File: src/rtl/life_gen_engine.sv
// life_gen_engine: parametrised Game-of-Life engine with serial stepping and LED scan.
// Optional build macro LIFE_TORUS_EN: neighbour coordinates wrap (toroidal grid).
module life_gen_engine #(
  parameter int         X       = 8,
  parameter int         Y       = 8,
  parameter int         LOG2X   = 3,
  parameter int         LOG2Y   = 3,
  parameter logic [8:0] BIRTH   = 9'b000001000,
  parameter logic [8:0] SURVIVE = 9'b000001100,
  parameter int         TICK_W  = 16,
  parameter int         SCAN_W  = 10
) (
  input  logic              clk,
  input  logic              reset,
  input  logic              key_nxt,
  input  logic              key_run,
  input  logic              key_flip,
  input  logic              key_up,
  input  logic              key_down,
  input  logic              key_left,
  input  logic              key_right,
  input  logic [TICK_W-1:0] rate,
  output logic [X-1:0]      row,
  output logic [Y-1:0]      col,
  output logic              busy,
  output logic              stable,
  output logic [15:0]       gen_cnt
);
  localparam int N  = X * Y;
  localparam int IW = LOG2X + LOG2Y;
  localparam logic [LOG2X-1:0] XM = LOG2X'(X - 1);
  localparam logic [LOG2Y-1:0] YM = LOG2Y'(Y - 1);
  localparam logic [IW-1:0]    NM = IW'(N - 1);

  typedef enum logic [1:0] {IDLE, CALC, COMMIT} state_t;

  state_t            state, state_nxt;
  logic [6:0]        key_in, key_q, key_d, press;
  logic              nxt_p, run_p, flip_p, up_p, down_p, left_p, right_p;
  logic [N-1:0]      grid, shadow;
  logic [LOG2X-1:0]  cx, calc_x;
  logic [LOG2Y-1:0]  cy, calc_y, line;
  logic [IW-1:0]     calc_i, cur_i;
  logic              calc_last, run, step_pend, tick, new_cell, idle;
  logic [TICK_W-1:0] presc;
  logic [3:0]        nsum;
  int                nx, ny;
  logic [SCAN_W-1:0] scan_cnt;
  logic [4:0]        frame;
  logic [X-1:0]      row_nxt;

  assign key_in = {key_right, key_left, key_down, key_up,
                   key_flip, key_run, key_nxt};
  assign press  = key_q & ~key_d;
  assign {right_p, left_p, down_p, up_p,
          flip_p, run_p, nxt_p} = press;

  assign idle      = (state == IDLE);
  assign busy      = ~idle;
  assign calc_last = (calc_i == NM);
  assign cur_i     = IW'(int'(cy) * X + int'(cx));
  assign tick      = run && idle && !step_pend && (presc == rate);
  assign new_cell  = grid[calc_i] ? SURVIVE[nsum] : BIRTH[nsum];

  // Neighbour count of the cell under calculation, from the committed grid.
  always_comb begin
    nsum = '0;
    nx = 0;
    ny = 0;
    for (int dy = -1; dy <= 1; dy++) begin
      for (int dx = -1; dx <= 1; dx++) begin
        nx = int'(calc_x) + dx;
        ny = int'(calc_y) + dy;
`ifdef LIFE_TORUS_EN
        if (nx < 0) nx = X - 1;
        else if (nx >= X) nx = 0;
        if (ny < 0) ny = Y - 1;
        else if (ny >= Y) ny = 0;
        if (!(dx == 0 && dy == 0))
          nsum = nsum + {3'b000, grid[IW'(ny * X + nx)]};
`else
        if (!(dx == 0 && dy == 0) && nx >= 0 && nx < X &&
            ny >= 0 && ny < Y)
          nsum = nsum + {3'b000, grid[IW'(ny * X + nx)]};
`endif
      end
    end
  end

  // Generation FSM state register.
  always_ff @(posedge clk or negedge reset) begin
    if (!reset) state <= IDLE;
    else        state <= state_nxt;
  end

  // Generation FSM next state; a flip press holds off a pending step.
  always_comb begin
    state_nxt = state;
    unique case (state)
      IDLE:    if (step_pend && !flip_p) state_nxt = CALC;
      CALC:    if (calc_last) state_nxt = COMMIT;
      COMMIT:  state_nxt = IDLE;
      default: state_nxt = IDLE;
    endcase
  end

  // Key history, cursor, run flag, step request and auto-run prescaler.
  always_ff @(posedge clk or negedge reset) begin
    if (!reset) begin
      key_q     <= '0;
      key_d     <= '0;
      cx        <= '0;
      cy        <= '0;
      run       <= 1'b0;
      step_pend <= 1'b0;
      presc     <= '0;
    end else begin
      key_q <= key_in;
      key_d <= key_q;
      if (right_p)     cx <= (cx == XM) ? '0 : cx + LOG2X'(1);
      else if (left_p) cx <= (cx == '0) ? XM : cx - LOG2X'(1);
      if (down_p)      cy <= (cy == YM) ? '0 : cy + LOG2Y'(1);
      else if (up_p)   cy <= (cy == '0) ? YM : cy - LOG2Y'(1);
      if (state == COMMIT && shadow == grid) run <= 1'b0;
      else if (run_p)                        run <= ~run;
      if (idle) begin
        if (state_nxt == CALC)   step_pend <= 1'b0;
        else if (nxt_p || tick)  step_pend <= 1'b1;
      end
      if (run && idle && !step_pend)
        presc <= (presc == rate) ? '0 : presc + TICK_W'(1);
    end
  end

  // Grid editing, serial next-generation calculation and atomic commit.
  always_ff @(posedge clk or negedge reset) begin
    if (!reset) begin
      grid    <= '0;
      shadow  <= '0;
      calc_x  <= '0;
      calc_y  <= '0;
      calc_i  <= '0;
      gen_cnt <= '0;
      stable  <= 1'b0;
    end else begin
      unique case (state)
        IDLE: if (flip_p) grid[cur_i] <= ~grid[cur_i];
        CALC: begin
          shadow[calc_i] <= new_cell;
          if (calc_last) begin
            calc_x <= '0;
            calc_y <= '0;
            calc_i <= '0;
          end else begin
            calc_i <= calc_i + IW'(1);
            if (calc_x == XM) begin
              calc_x <= '0;
              calc_y <= calc_y + LOG2Y'(1);
            end else begin
              calc_x <= calc_x + LOG2X'(1);
            end
          end
        end
        COMMIT: begin
          grid    <= shadow;
          gen_cnt <= gen_cnt + 16'd1;
          stable  <= (shadow == grid);
        end
        default: ;
      endcase
    end
  end

  // Line data of the scanned line with the blinking cursor overlay.
  always_comb begin
    row_nxt = '0;
    for (int x = 0; x < X; x++)
      row_nxt[x] = grid[IW'(int'(line) * X + x)];
    if (line == cy) row_nxt[cx] = row_nxt[cx] ^ frame[4];
  end

  // Multiplexed display scan with registered row/col drivers.
  always_ff @(posedge clk or negedge reset) begin
    if (!reset) begin
      scan_cnt <= '0;
      line     <= '0;
      frame    <= '0;
      row      <= '0;
      col      <= '0;
    end else begin
      scan_cnt <= scan_cnt + SCAN_W'(1);
      if (&scan_cnt) begin
        if (line == YM) begin
          line  <= '0;
          frame <= frame + 5'd1;
        end else begin
          line <= line + LOG2Y'(1);
        end
      end
      col <= Y'(1) << line;
      row <= row_nxt;
    end
  end

endmodule

File: config.mk
export PLATFORM = sky130hd
export DESIGN_NAME = life_gen_engine
export DESIGN_NICKNAME = d
export VERILOG_FILES = /design/src/rtl/life_gen_engine.sv
export SDC_FILE = /design/constraint.sdc
export NUM_CORES = 1
export LEC_CHECK = 0
export CAP_MARGIN = 25
export CELL_PAD_IN_SITES_DETAIL_PLACEMENT = 0
export CELL_PAD_IN_SITES_GLOBAL_PLACEMENT = 1
export CORE_UTILIZATION = 53
export DETAILED_ROUTE_END_ITERATION = 7
export PLACE_DENSITY_LB_ADDON = 0.15
export REMOVE_ABC_BUFFERS = 1
export SLEW_MARGIN = 5
export SYNTH_ARGS = -nofsm -noshare
export SYNTH_HDL_FRONTEND = slang
export SYNTH_SLANG_ARGS = --single-unit
File: constraint.sdc
create_clock -name clk -period 12.8 [get_ports clk]
set_clock_uncertainty 0.15 [all_clocks]
set_input_delay 2.56 -clock clk [delete_from_list [all_inputs] [get_ports clk]]
set_output_delay 2.56 -clock clk [all_outputs]
set_load 0.05 [all_outputs]
==> results.json <==
{
  "p_leak_uw": 0.00757,
  "overflow": 0,
  "synth_commonest_cells": "nand2_1, dfrtp_1, o21ai_0, nor2_1, mux2i_1",
  "status": "complete, no violations",
  "yosysUniqueCellTypes": 73,
  "die_h_um": 176,
  "drive_gt1_share_pct": 11.7,
  "max_slew_margin_pct": 21.5,
  "synth_top_cell_by_area": "dfrtp_1",
  "worstPathRequired_ns": 13.05,
  "clk_latency_ns": 0.57,
  "synth_most_common_cell": "nand2_1",
  "wl_per_cell_um": 25.4,
  "grt_first_pass_wirelength_um": 81800,
  "fin_crit_sh_pct": 73.0,
  "dp.final_hpwl_um": 36200,
  "max_freq_mhz": 107,
  "post-place-ws_ns": 3.44,
  "crit_fanout": 64,
  "yosys.area.top_type_share_pct": 36.1,
  "cts-buffers-inserted": 27,
  "post-cts-setup-buffers": 0,
  "cts_tree": "done",
  "yosysSeqAreaShare_pct": 36.1,
  "grt_max_degree": 115,
  "flow.area_growth_from_synthesis_pct": 10.5,
  "startpoint": "calc_x[0]",
  "r2r-end": "shadow[14]",
  "hold_viol_final": 0,
  "grtUsageTotal_pct": 34.7,
  "drtPass1Iterations": 5,
  "rows": 63,
  "ctsResizeCount": 0,
  "clkTransAtPathRegs_ns": 0.06,
  "fin_ws_ns": 3.45,
  "htree_levels": 1,
  "placed_area_mm2": 0.0168,
  "cp.arrival_ns": 9.60,
  "initialDrtViolationCount": 1649,
  "worst_path_largest_cell_delay_ns": 0.70,
  "cp_common_cell": "ha_1",
  "rsz0062_at_grt": "no",
  "avgSynthCellArea_um2": 9.59,
  "routed_wl_um": 52900,
  "vias_per_cell": 6.68,
  "slew_viol_final": 0,
  "dieArea_mm2": 0.0309,
  "ant_nets": 0,
  "vias": 13927,
  "core_mm2": 0.0296,
  "clockBufferDepth": 3,
  "period_minus_slack_ns": 9.35,
  "cts-hold-fix-buffers": 0,
  "root_buffer": "clkbuf_16",
  "netlist_area_mm2": 0.0160,
  "synth_cells": 1668,
  "portBuffers": 58,
  "die_x_um": 176,
  "setup.worst_path.end": "shadow[14]",
  "peakVddDrop_uv": 339,
  "place.gp.congestion": 1.00,
  "crit_type": "reg2reg",
  "nets": 1749,
  "io_pins": 59,
  "antenna_found_initial": 2,
  "synthTopCellsByArea": "dfrtp_1, mux4_2, nand2_1",
  "synth_edf_count": 0,
  "async_flop_share_pct": 100,
  "hold_depth": 0,
  "hold_class": "reg2reg",
  "setup_violations": 0,
  "cts.sinks": 231,
  "start_util_pct": 54.0,
  "ys.flop_type": "dfrtp_1",
  "rr_worst_depth": 35,
  "r2r_slack_ns": 3.45,
  "slowest_stage": "buf_4",
  "final.setup.tns_ns": 0,
  "final_cell_area_mm2": 0.0177,
  "p_per_area_mw_per_mm2": 246,
  "critPathLaunchType": "flop",
  "grt_pass1_vias": 13433,
  "synth-seq-cells": 231,
  "yosys_warnings": 0,
  "worstReg2RegStart": "calc_x[0]",
  "drc": 0,
  "end_kind": "flop",
  "diodes": 0,
  "drv_cap": 0,
  "tightest_slew_ns": 1.17,
  "finish.utilization_pct": 59.6
}
[stage by stage]
step / total power, uW / cells / hold WS [ns]
after CTS: 4330 / 2081 / 0.218
after global routing: 4600 / 2084 / 0.228
after global placement: 3520 / 2034 / 0.203
final: 4350 / 2084 / 0.216
after detailed placement: 3570 / 2034 / 0.205
after floorplan: 2760 / 1566 / 0.197
[worst min path at each step]
stage              from        to
2_1_floorplan  key_q[1]  key_d[1]
3_3_place_gp   key_q[1]  key_d[1]
3_5_place_dp   key_q[1]  key_d[1]
4_1_cts        key_q[1]  key_d[1]
5_1_grt        key_q[1]  key_d[1]
6_report       key_q[1]  key_d[1]
[layout make-up]
class	instances	area (um^2)
timing repair buffer	81	772
sequential	231	5780
clock buffer	38	777
fill	2575	12000
inverter	55	206
multi-input combinational	1280	9580
clock inverter	9	67.6
tap	390	488
[state kept, by name, indices dropped and copies added, names as in the netlist, 2 cells and up]
register / count
calc_i: 6
calc_x: 3
calc_y: 3
col: 8
cx: 3
cy: 3
frame: 5
gen_cnt: 16
grid: 64
key_d: 7
key_q: 7
line: 3
presc: 16
row: 8
scan_cnt: 10
shadow: 64
state: 2
[report_power, final]
group | internal (uW) | switching (uW) | total [uW]
Sequential | 892 | 358 | 1250
Combinational | 884 | 1470 | 2360
Clock | 423 | 318 | 741
[cells in the final DEF, fill, tap and decap left out, types with 4 or more instances in the layout]
cell type | Yosys | final
a21oi_1 | 78 | 78
a221oi_1 | 20 | 20
a22o_1 | 7 | 7
a22oi_1 | 29 | 29
a31oi_1 | 6 | 6
and2_1 | 5 | 5
and3_1 | 64 | 64
buf_4 | 5 | 20
clkbuf_1 | 54 | 5
clkbuf_16 | 0 | 27
clkbuf_8 | 0 | 6
clkdlybuf4s50_1 | 0 | 57
clkinv_2 | 0 | 6
dfrtp_1 | 231 | 230
ha_1 | 45 | 45
inv_1 | 53 | 53
mux2_2 | 11 | 11
mux2i_1 | 86 | 86
mux4_2 | 62 | 62
nand2_1 | 240 | 240
nand2b_1 | 17 | 17
nand3_1 | 37 | 37
nand4_1 | 25 | 25
nor2_1 | 87 | 87
nor2b_1 | 18 | 17
nor3_1 | 22 | 17
nor3_2 | 1 | 6
nor4_1 | 18 | 17
o21ai_0 | 129 | 129
o221ai_1 | 5 | 5
o22ai_1 | 17 | 17
o2bb2ai_1 | 5 | 5
o31ai_1 | 31 | 31
o41ai_1 | 4 | 4
o41ai_2 | 26 | 26
or3_1 | 9 | 9
xnor2_1 | 46 | 46
xor2_1 | 73 | 73
[worst max-delay path, delay by kind of cell (launching register included)]
family	cells	cell delay, ns
fa+ha+maj	10	2.90
compound gates	5	0.95
flops	1	0.33
xor+xnor	2	0.34
simple gates	7	0.68
buf+inv	4	1.63
mux	7	2.09
[logic make-up after synthesis]
group | Yosys count | share of synthesized area [%]
simple gates | 563 | 16.8
xor+xnor | 123 | 7.04
compound gates | 386 | 16.9
buf+inv | 157 | 4.29
fa+ha+maj | 48 | 3.90
flops | 231 | 36.1
mux | 160 | 15.0
[metal layers]
layer	GRT usage, %	wire length [um]	part of all wire (%)
met3	6.08	5040	9.5
met1	49.1	22000	42
met5	0	12	0.023
met2	52.5	23300	44
met4	14.2	2540	4.8
No activity file was read; power rests on OpenSTA's default activity.
